<file path="src/rtl/gpio_irq_ctrl.sv">
// GPIO input interrupt controller: per-pin synchroniser, glitch filter,
// rise/fall edge detection into W1C pending bits, masked level irq output.
module gpio_irq_ctrl #(
    parameter int unsigned NUM_PINS      = 6,
    parameter int unsigned FILTER_CYCLES = 2,
    parameter int unsigned FILTER_BITS   = 4
) (
    input  logic                CLK,
    input  logic                RSTb,
    input  logic [NUM_PINS-1:0] gpio_in,
    input  logic [2:0]          ADDRESS,
    input  logic [15:0]         DATA_IN,
    output logic [15:0]         DATA_OUT,
    input  logic                VALID,
    input  logic                WR,
    output logic                irq
);

    localparam int unsigned N     = NUM_PINS;
    localparam int unsigned FB    = FILTER_BITS;
    localparam int unsigned REG_W = 16;

    // Bits above the implemented pins are held at zero in every register.
    localparam logic [REG_W-1:0] PIN_MASK = REG_W'((32'd1 << N) - 32'd1);

    localparam logic [2:0] ADDR_LEVEL   = 3'd0;
    localparam logic [2:0] ADDR_RISE_EN = 3'd1;
    localparam logic [2:0] ADDR_FALL_EN = 3'd2;
    localparam logic [2:0] ADDR_PENDING = 3'd3;
    localparam logic [2:0] ADDR_MASK    = 3'd4;
    localparam logic [2:0] ADDR_RAW     = 3'd5;

    logic [N-1:0]      s1_q, s1_d, s2_q, s2_d;
    logic [N-1:0]      filt_q, filt_d, filt_prev_q, filt_prev_d;
    logic [FB-1:0]     cnt_q [N];
    logic [FB-1:0]     cnt_d [N];
    logic [FB-1:0]     cnt_nxt;
    logic [REG_W-1:0]  rise_en_q, rise_en_d, fall_en_q, fall_en_d;
    logic [REG_W-1:0]  pend_q, pend_d, mask_q, mask_d;
    logic [REG_W-1:0]  rd_data_q, rd_data_d, data_out_q, data_out_d;
    logic              rd_vld_q, rd_vld_d, irq_q, irq_d;
    logic [REG_W-1:0]  wdata, rd_val, rise_ev, fall_ev, clr_bits;
    logic              wr_req, rd_req;

    assign DATA_OUT = data_out_q;
    assign irq      = irq_q;

    // Next-state logic: sync, filter, edge detect, register file, read path.
    always_comb begin
        s1_d        = gpio_in;
        s2_d        = s1_q;
        filt_d      = filt_q;
        filt_prev_d = filt_q;
        cnt_d       = cnt_q;
        cnt_nxt     = '0;
        rise_en_d   = rise_en_q;
        fall_en_d   = fall_en_q;
        mask_d      = mask_q;
        rd_val      = '0;
        clr_bits    = '0;

        wr_req = VALID & WR;
        rd_req = VALID & ~WR;
        wdata  = DATA_IN & PIN_MASK;

        for (int i = 0; i < int'(N); i++) begin
            if (s2_q[i] == filt_q[i]) begin
                cnt_d[i] = '0;
            end else if (FILTER_CYCLES == 0) begin
                filt_d[i] = s2_q[i];
            end else begin
                cnt_nxt = (cnt_q[i] == '1) ? cnt_q[i] : cnt_q[i] + FB'(1);
                if (cnt_nxt == FB'(FILTER_CYCLES)) begin
                    filt_d[i] = s2_q[i];
                    cnt_d[i]  = '0;
                end else begin
                    cnt_d[i] = cnt_nxt;
                end
            end
        end

        rise_ev = REG_W'(filt_q & ~filt_prev_q) & rise_en_q;
        fall_ev = REG_W'(~filt_q & filt_prev_q) & fall_en_q;

        if (wr_req) begin
            case (ADDRESS)
                ADDR_RISE_EN: rise_en_d = wdata;
                ADDR_FALL_EN: fall_en_d = wdata;
                ADDR_PENDING: clr_bits  = wdata;
                ADDR_MASK:    mask_d    = wdata;
                default:      ;
            endcase
        end

        // A new event wins over a same-cycle clear of that bit.
        pend_d = (pend_q & ~clr_bits) | rise_ev | fall_ev;
        irq_d  = |(pend_q & mask_q);

        case (ADDRESS)
            ADDR_LEVEL:   rd_val = REG_W'(filt_q);
            ADDR_RISE_EN: rd_val = rise_en_q;
            ADDR_FALL_EN: rd_val = fall_en_q;
            ADDR_PENDING: rd_val = pend_q;
            ADDR_MASK:    rd_val = mask_q;
            ADDR_RAW:     rd_val = REG_W'(s2_q);
            default:      rd_val = '0;
        endcase

        rd_data_d  = rd_req ? rd_val : rd_data_q;
        rd_vld_d   = rd_req;
        data_out_d = rd_vld_q ? rd_data_q : data_out_q;
    end

    // State registers with asynchronous active-low reset.
    always_ff @(posedge CLK or negedge RSTb) begin
        if (!RSTb) begin
            s1_q        <= '0;
            s2_q        <= '0;
            filt_q      <= '0;
            filt_prev_q <= '0;
            for (int i = 0; i < int'(N); i++) cnt_q[i] <= '0;
            rise_en_q   <= '0;
            fall_en_q   <= '0;
            pend_q      <= '0;
            mask_q      <= '0;
            rd_data_q   <= '0;
            rd_vld_q    <= 1'b0;
            data_out_q  <= '0;
            irq_q       <= 1'b0;
        end else begin
            s1_q        <= s1_d;
            s2_q        <= s2_d;
            filt_q      <= filt_d;
            filt_prev_q <= filt_prev_d;
            for (int i = 0; i < int'(N); i++) cnt_q[i] <= cnt_d[i];
            rise_en_q   <= rise_en_d;
            fall_en_q   <= fall_en_d;
            pend_q      <= pend_d;
            mask_q      <= mask_d;
            rd_data_q   <= rd_data_d;
            rd_vld_q    <= rd_vld_d;
            data_out_q  <= data_out_d;
            irq_q       <= irq_d;
        end
    end

endmodule
</file>
<file path="config.mk">
export PLATFORM = sky130hd
export DESIGN_NAME = gpio_irq_ctrl
export DESIGN_NICKNAME = d
export VERILOG_FILES = /design/src/rtl/gpio_irq_ctrl.sv
export SDC_FILE = /design/constraint.sdc
export NUM_CORES = 1
export LEC_CHECK = 0
export ABC_AREA = 1
export CORE_MARGIN = 3
export CORE_UTILIZATION = 25
export CTS_BUF_LIST = sky130_fd_sc_hd__clkbuf_2
export CTS_CLUSTER_SIZE = 28
export DETAILED_ROUTE_END_ITERATION = 10
export PLACE_DENSITY = 0.53
export SKIP_LAST_GASP = 1
export SLEW_MARGIN = 20
export SYNTH_ARGS = -nofsm -noshare
export SYNTH_HDL_FRONTEND = slang
export SYNTH_SLANG_ARGS = --single-unit
</file>
<file path="constraint.sdc">
create_clock -name CLK -period 2.8 [get_ports CLK]
set_clock_uncertainty 0.05 [all_clocks]
set_input_delay 0.56 -clock CLK [delete_from_list [all_inputs] [get_ports CLK]]
set_output_delay 0.56 -clock CLK [all_outputs]
set_load 0.05 [all_outputs]
</file>
==> key figures <==
Min path
  – HP Class: reg -> reg

Finish
  – Ant diodes: 0
  – Sequential standard cell area: 2152 µm²
  – Fillcell total: 1705
  – P&R area growth vs syn: 12.68%
  – Fin nets: 534
  – Share of cells above drive strength 1: 8.583%
  – Area of the multi-input gates: about 1700 µm²
  – Layout Utilization: 29.21%
  – Final Non-Filler Cells: 717

Worst setup path
  – Setup crit start: DATA_OUT[3]
  – Critical path startpoint category: flop
  – Max incr delay on CP: 800 ps
  – R2R cell count: 6
  – CP Cell Sequence: clkdlybuf4s50_1
  – Max stage delay cell, worst path: clkdlybuf4s50_1
  – CP Max Fanout: 2
  – Critical Path End: DATA_OUT[3]
  – Worst reg2reg endpoint: cnt_q[9]
  – Critical path capture point type: output pin
  – CP top delay family: buffers and inverters
  – RR Startpoint: cnt_q[8]
  – Register-to-register setup slack: 1160 ps
  – Cell count along the critical path: 1
  – Crit path kind: reg -> out
  – Crit path buffers/inverters: 1
  – Crit path DAT: 1760 ps
  – Critical Path RT: 2190 ps

STA
  – Maximum clock frequency: 422.8 MHz
  – Period utilisation layout: between 80 and 90%
  – Final Critical Period: approximately 2400 ps
  – Worst Max-Slew Pin Slew: 501.4 ps
  – Setup ws final: 434.7 ps
  – Max transition margin: 66.47%
  – Final hold violations: 0
  – Final setup vio count: 0
  – Fin Setup TNS: 0 ps
  – Unrepaired setup endpoints after global routing: false
  – Slew Limit Fails: 0

CTS
  – Clock-pin slew on the worst setup and hold paths: 210 ps
  – CTS Buf Count: 9
  – H-tree depth: 3
  – CTS Sinks: between 80 and 90
  – CTS max path bufs: 2
  – Clock Latency Late Sink: approximately 560 ps
  – Buffers inserted by post-CTS timing repair: 0
  – Post-cts resize count: 0
  – Root buffer cell: clkbuf_2
  – Hold buffers post-CTS: 1
  – TritonCTS clock tree: done

Logic synthesis
  – Synthesized area: 4193 µm²
  – YS warnings: 0
  – Main synth FF type: dfrtp_1
  – Synthesized instance count: 468
  – Post-synthesis cell type count: 32
  – Post-synthesis register bit count: 86
  – Async S/R FF share, synth: 100.0%
  – Top cells by instance count after synthesis: nand2_1 (113), dfrtp_1 (86), inv_1 (56), nand3_1 (40), nand4_1 (23)
  – Most frequent cell after synthesis: nand2_1
  – Synth top area cells: dfrtp_1 (51%), nand2_1 (10%), inv_1 (5.0%)
  – Avg Synthesized Cell Area: 8.959 µm²
  – Number of synthesized flops with an enable pin: 0
  – Area share of the largest cell type after synthesis: approximately 50%
  – Sequential fraction of the synthesis area: around half
  – Synth area leader: dfrtp_1

Placed design
  – GP Congestion: 0.7992
  – Detailed placer's ending HPWL: between 6000 and 7000 µm
  – Port buffer count: 25
  – Setup WS pre-CTS: 510.8 ps
  – Post-placement cell count: roughly 700

GRT
  – First-pass GRT wire length: 14090 µm
  – GRT Resource Usage Total: 9.711%
  – Initial antenna violation count: 0
  – Largest net degree at the start of global routing: 52
  – Vias in the first global route: 2906
  – Overflow after GRT: 0

Drt
  – TritonRoute pass-1 iters: 4
  – Post-route ant nets: 0
  – Via/cell ratio: roughly 4.3
  – Detailed Route WL: 8481 µm
  – DR iter-0 viols: slightly below 300
  – Routed len/inst: roughly 12 µm
  – Post-route DRC: 0
  – Via count: 3113

Floorplanning
  – I/O Pins: 46
  – Die ar.: 18360 µm²
  – Starting density of the core: 25.92%
  – Die H: approximately 140 µm
  – Num rows: 46
  – CORE AREA: 16170 µm²
  – DIE WIDTH: 135.5 µm

Flow run
  – Max cap viols: 0

Pwr
  – Leakage: 2.234 nW
  – Design Power: about 0.0035 W
  – Peak VDD IR: 0.0003116 V
  – P per Cell Area: between 700 and 800 nW/µm²

Outcome
  – Status: complete, no violations
[sequential cells by signal (all words and copies together), names as in the netlist]
signal       flops
DATA_OUT         6
cnt_q           24
fall_en_q        6
filt_prev_d      6
filt_prev_q      6
irq              1
mask_q           6
pend_q           6
rd_data_q        6
rd_vld_q         1
rise_en_q        6
s1_q             6
s2_q             6
[report_power, final]
| part | switching [W] | total [W] | internal [W] | leakage, nW |
|---|---|---|---|---|
| combinational | 0.000658 | 0.00112 | 0.000458 | 1.09 |
| sequential | 0.000285 | 0.00184 | 0.00155 | 1.08 |
| clock | 0.000387 | 0.000594 | 0.000207 | 0.0679 |
[per-layer routing]
metal / track usage (%) / up-vias / part of all wire [%]
li1: - / 1561 / -
met1: 12.66 / 1460 / 46
met2: 15.35 / 78 / 47
met3: 2.860 / 14 / 5.2
met4: 3.527 / 0 / 1.7
met5: 0 / - / 0
[kinds of logic (layout without fill, tap and decap cells)]
logic type	count (synthesis)	count (layout)	synth area share (%)
and+or+nand+nor	222	222	25.72
DFF	86	86	51.33
buffers and inverters	82	106	9.758
adders and majority gates	7	7	2.089
muxes	6	6	1.611
other	1	10	0.08944
AOI/OAI and AO/OA	52	52	6.894
xor gates and xnor gates	12	12	2.507
[layout make-up]
cell class / count / area share (%)
sequential: 86 / 45.55
tap: 216 / 5.720
inverter: 60 / 4.793
timing repair buffer: 32 / 6.674
multi-input combinational: 309 / 35.25
clock buffer: 12 / 1.271
clock inverter: 2 / 0.7415
[cells in the final DEF (no fill, tap or decap), types with 3 or more instances in the layout]
cell / count
mux2_2: 6
nor2b_1: 5
a21oi_1: 8
nand3_1: 40
buf_4: 6
inv_2: 3
nand3b_1: 10
ha_1: 7
o21a_1: 3
nand2_1: 113
o21ai_2: 3
conb_1: 10
nor2_1: 22
o21ai_0: 14
inv_1: 56
nand3_2: 4
nand4_1: 23
o21ai_1: 21
dfrtp_1: 86
clkdlybuf4s50_1: 24
xnor2_1: 11
clkbuf_2: 12
[worst min path at each step]
stage,from,to,depth (start not counted)
global route,gpio_in[4],s1_q[4],1
floorplan,RSTb,DATA_OUT[0],0
global placement,s1_q[3],s2_q[3],0
CTS,gpio_in[4],s1_q[4],1
finish,s1_q[5],s2_q[5],0
detailed placement,s1_q[4],s2_q[4],0
[per-stage QoR]
step | hold slack (ps) | instance area, µm²
2_1_floorplan | 214.4 | 4227
3_3_place_gp | 284.4 | 4619
3_5_place_dp | 287.1 | 4619
4_1_cts | 315.2 | 4725
5_1_grt | 317.9 | 4725
6_report | 328.0 | 4725
Power figures use the tool's default switching activity.
==> patch 1: new RTL, same flow settings <==
`FILTER_BITS`: 4 -> 6.
--- a/src/rtl/gpio_irq_ctrl.sv
+++ b/src/rtl/gpio_irq_ctrl.sv
@@ -3,7 +3,7 @@
 module gpio_irq_ctrl #(
     parameter int unsigned NUM_PINS      = 6,
     parameter int unsigned FILTER_CYCLES = 2,
-    parameter int unsigned FILTER_BITS   = 4
+    parameter int unsigned FILTER_BITS   = 6
 ) (
     input  logic                CLK,
     input  logic                RSTb,
Function: no difference found for any inputs over 4 cycles, from zero or initial values and one cycle with RSTb low; that may be too few to reach the edited logic, so the function may still have changed.
==> patch 1 against the original RTL <==
Synthesized cell count increased by 26%; routed wire length increased by 13%; sequential cell count increased by 12; final area increased by 14%; setup slack got worse by 0.023 ns; count of clock-buffer cells in the layout decreased by 1; power increased by 7.0%; sequential share of layout area increased by 0.084 points; synthesized area increased by 13%.
==> patch 1: results (changes against the original RTL) <==
GRT
  – Largest net degree at the start of global routing: 45 (-13%)
  – Gr usage total: 10.1% (+0.40 points)
  – Via count of the first global-routing pass: 3447 (+19%)
  – First-pass GRT wire length: 16600 um (+18%)
  – Initial antenna violation count: 0 (unchanged)

Timing
  – Peak Freq: 0.419 GHz (-0.95%)
  – Slew @ Worst Pin: 0.575 ns (+0.0739 ns)
  – Final setup vio count: 0 (unchanged)

Logic synthesis
  – Synth top area cells: dfrtp_1, nand2_1, inv_1
  – Post-Synth XOR/XNOR Area: 1.66% (-0.85 points)
  – Syn avg cell area: 8.07 um2 (-9.9%)
  – Count of cell types in the netlist: 33 (+3.1%)
  – Sequential element share of the synthesized area: 51.6% (+0.24 points)
  – Primary FF master, synth: dfrtp_1
  – Post-Synth Adder-Cell Area: 1.84% (-0.25 points)
  – Synth Area in Compound Gates: 8.95% (+2.1 points)
  – Post-synthesis mux area share: 1.42% (-0.19 points)
  – Synth top cells by count: nand2_1, dfrtp_1, inv_1

Worst setup path
  – Crit-path leading delay family: buffers and inverters
  – Data arrival, critical path: 1.78 ns (+0.02 ns)
  – Reg-to-Reg End: cnt_q[7]$_DFF_PN0_
  – Cells on worst reg2reg path: 9 (+3)
  – Max incr delay on CP: 0.80 ns (about the same)
  – Worst r2r src: cnt_q[6]$_DFF_PN0_
  – Worst reg-to-reg setup slack: 1.10 ns (-0.06 ns)
  – CP Capture Point: DATA_OUT[4]
  – Critical Path Source: DATA_OUT[4]$_DFFE_PN0P_

Clock tree
  – Hold Buf Count CTS: 1 (unchanged)
  – Clock Path Buffers: 2 (unchanged)
  – CTS Buf Count: 9 (unchanged)
  – Htree depth: 3 (unchanged)
  – Worst-Skew Late Latency: 0.56 ns (about the same)
  – CTS root buffer: clkbuf_2
  – Clock transition at path regs: 0.23 ns (+0.02 ns)

Hold path
  – Worst hold path class: reg2reg
  – HP Start: s1_q[4]$_DFF_PN0_
  – Hold depth: 0 (unchanged)
  – Hold endpoint: s2_q[4]$_DFF_PN0_

Power and ir drop
  – Clock power share: 17.0% (+0.3 points)
  – Power share of the sequential group: 52.5% (+0.7 points)
  – Peak VDD IR: 0.000259 V (-17%)
  – Switch share: 38.0% (+0.51 points)
  – Leak pwr: 2.71 nW (+21%)

Placement
  – Pre-CTS setup slack: 0.517 ns (+0.00623 ns)
  – Number of I/O port buffers: 25 (unchanged)
  – Placed insts: 842 (+20%)
  – HPWL reported at the end of detailed placement: 6970 um (+16%)
  – Routability congestion estimate: 0.767 (-4.0%)

Layout
  – # fillers: 1946 (+14%)
  – Final nets: 661 (+24%)
  – Layout cell share with drive strength beyond 1: 6.35% (-2.2 points)
  – Number of antenna diodes: 0 (unchanged)
  – Max reg flops: 36 (+50%)
  – Largest Register: cnt_q
  – Final Non-Filler Cells: 859 (+20%)

Detailed routing
  – Wirelength per Cell: 11.2 um (-5.4%)
  – Vias: 3598 (+16%)
  – DRC: 0 (unchanged)
  – DR iter-0 viols: 195 (-33%)

Outcome
  – Status: completed
[patch 1: cell type report]
type / instances / share of cell area [%]
Multi-Input combinational cell: 408 / 36.1
Inverter: 78 / 5.45
Tap cell: 229 / 5.33
Clock buffer: 11 / 1.02
Timing Repair Buffer: 30 / 5.59
Sequential cell: 98 / 45.6
Clock inverter: 5 / 0.838
[patch 1: through the flow]
| step | instance area [um2] | power [W] | hold WS, ns |
|---|---|---|---|
| 2_1_floorplan | 4790 | 0.00285 | 0.214 |
| 3_3_place_gp | 5260 | 0.00318 | 0.282 |
| 3_5_place_dp | 5260 | 0.00320 | 0.285 |
| 4_1_cts | 5370 | 0.00387 | 0.270 |
| 5_1_grt | 5370 | 0.00418 | 0.246 |
| 6_report | 5370 | 0.00379 | 0.327 |
[patch 1: layer usage]
layer,wire length [um],up-vias,global-route usage (%)
met5,0,-,0
met4,99,0,2.82
met3,343,9,3.33
met2,4570,39,16.5
met1,4610,1630,12.9
li1,-,1920,-
==> patch 2: new RTL, same settings <==
Without the edit above. Register the inputs `gpio_in`, `ADDRESS`, `DATA_IN`, `VALID` and `WR` before use. The logic sees them one clock later.
--- a/src/rtl/gpio_irq_ctrl.sv
+++ b/src/rtl/gpio_irq_ctrl.sv
@@ -30,6 +30,20 @@
     localparam logic [2:0] ADDR_MASK    = 3'd4;
     localparam logic [2:0] ADDR_RAW     = 3'd5;
 
+    logic [NUM_PINS-1:0] gpio_q;
+    logic [2:0] ADDRESS_q;
+    logic [15:0] DATA_IN_q;
+    logic VALID_q;
+    logic WR_q;
+
+    always_ff @(posedge CLK) begin
+        gpio_q    <= gpio_in;
+        ADDRESS_q <= ADDRESS;
+        DATA_IN_q <= DATA_IN;
+        VALID_q   <= VALID;
+        WR_q      <= WR;
+    end
+
     logic [N-1:0]      s1_q, s1_d, s2_q, s2_d;
     logic [N-1:0]      filt_q, filt_d, filt_prev_q, filt_prev_d;
     logic [FB-1:0]     cnt_q [N];
@@ -47,7 +61,7 @@
 
     // Next-state logic: sync, filter, edge detect, register file, read path.
     always_comb begin
-        s1_d        = gpio_in;
+        s1_d        = gpio_q;
         s2_d        = s1_q;
         filt_d      = filt_q;
         filt_prev_d = filt_q;
@@ -59,9 +73,9 @@
         rd_val      = '0;
         clr_bits    = '0;
 
-        wr_req = VALID & WR;
-        rd_req = VALID & ~WR;
-        wdata  = DATA_IN & PIN_MASK;
+        wr_req = VALID_q & WR_q;
+        rd_req = VALID_q & ~WR_q;
+        wdata  = DATA_IN_q & PIN_MASK;
 
         for (int i = 0; i < int'(N); i++) begin
             if (s2_q[i] == filt_q[i]) begin
@@ -83,7 +97,7 @@
         fall_ev = REG_W'(~filt_q & filt_prev_q) & fall_en_q;
 
         if (wr_req) begin
-            case (ADDRESS)
+            case (ADDRESS_q)
                 ADDR_RISE_EN: rise_en_d = wdata;
                 ADDR_FALL_EN: fall_en_d = wdata;
                 ADDR_PENDING: clr_bits  = wdata;
@@ -96,7 +110,7 @@
         pend_d = (pend_q & ~clr_bits) | rise_ev | fall_ev;
         irq_d  = |(pend_q & mask_q);
 
-        case (ADDRESS)
+        case (ADDRESS_q)
             ADDR_LEVEL:   rd_val = REG_W'(filt_q);
             ADDR_RISE_EN: rd_val = rise_en_q;
             ADDR_FALL_EN: rd_val = fall_en_q;
Check against the original RTL: not equivalent (a bounded check fails within 4 cycles, from zero or initial values and one cycle with RSTb low).
==> patch 2 against the original RTL <==
Non-clock buffer count is 4 lower; cell count is 3.6% higher; sequential cell count is 17 higher; final area is 7.1% higher; power is 8.4% higher; setup slack worse by 0.015 ns; routed wire length is 3.0% higher; synthesized area is 9.0% higher; register-to-register slack worse by 0.29 ns; worst hold slack worse by 0.065 ns; largest power group unchanged.
==> patch 2: results (changes against the original RTL) <==
Detailed routing
  – Metal1 wirelength: 4080 um (+3.9%)
  – Met2 routed WL: 4000 um (+1.0%)
  – WL met3: 539 um (+21%)
  – DR iter-0 viols: 238 (-18%)

Logic synthesis
  – Async SR Flop Fraction: 83.5% (-17 points)
  – Sequential element share of the synthesized area: 54.5% (+3.2 points)
  – Synth Area in Compound Gates: 5.83% (-1.1 points)
  – Post-synthesis mux area share: 1.48% (-0.13 points)
  – Syn avg cell area: 9.37 um2 (+4.5%)
  – Synth top cells by count: nand2_1, dfrtp_1, inv_1
  – Synth top area cells: dfrtp_1, nand2_1, dfxtp_1
  – Post-Synth Adder-Cell Area: 1.92% (-0.17 points)

Worst setup path
  – Reg-to-Reg End: mask_q[0]$_DFFE_PN0P_
  – Worst r2r src: ADDRESS_q[1]$_DFF_P_
  – Cells on worst reg2reg path: 3 (-3)
  – Critical Path Source: DATA_OUT[0]$_DFFE_PN0P_

Hold path
  – Hold endpoint: s1_q[0]$_DFF_PN0_
  – HP Start: gpio_q[0]$_DFF_P_

Power and ir drop
  – Power share of the sequential group: 55.2% (+3.4 points)
  – Switch share: 37.4% (-0.12 points)
  – P_int: 0.00241 W (+8.6%)
  – Combinational Power Share: 29.7% (-1.8 points)
  – Peak VDD IR: 0.000302 V (-3.1%)

GRT
  – Via count of the first global-routing pass: 3216 (+11%)
  – GR Util met1: 11.9% (-0.74 points)
  – Largest net degree at the start of global routing: 49 (-5.8%)
  – Global-route met3 utilization: 3.15% (+0.29 points)
  – Met2 Track Usage GR: 15.2% (-0.17 points)

Layout
  – Final nets: 549 (+2.8%)
  – Final Non-Filler Cells: 743 (+3.6%)
  – Final core occ: 28.8% (-0.45 points)

Outcome
  – Status: completed

Placement
  – Pre-CTS setup slack: 0.936 ns (+0.425 ns)
  – Routability congestion estimate: 0.762 (-4.6%)

Timing
  – WHS: 0.263 ns (-0.0651 ns)
  – Relative slew slack: 51.0% (-15 points)

Clock tree
  – Clock transition at path regs: 0.27 ns (+0.06 ns)
==> patch 2: cell types whose count changed in the layout (fill, tap and decap cells not counted), sizes merged <==
cell / before / now
clkinv: 2 / 5
nand2: 113 / 119
o21ai: 38 / 35
clkbuf: 12 / 11
dfxtp: 0 / 17
clkinvlp: 0 / 1
buf: 7 / 3
inv: 59 / 56
bufinv: 1 / 0
nand3: 44 / 43
nand4: 26 / 32
o21a: 3 / 0
==> patch 2: kinds of logic after synthesis <==
logic type                 Yosys count
and+or+nand+nor                    233
DFF                                103
buffers and inverters               80
AOI/OAI and AO/OA                   46
xor gates and xnor gates            12
adders and majority gates            7
muxes                                6
other                                1
==> patch 2: cell type report <==
cell class / instances / area share (%)
clock buffer: 11 / 1.09
clock inverter: 5 / 0.494
inverter: 57 / 4.30
multi-input combinational: 314 / 33.7
sequential: 103 / 49.2
tap: 225 / 5.56
timing repair buffer: 28 / 5.64
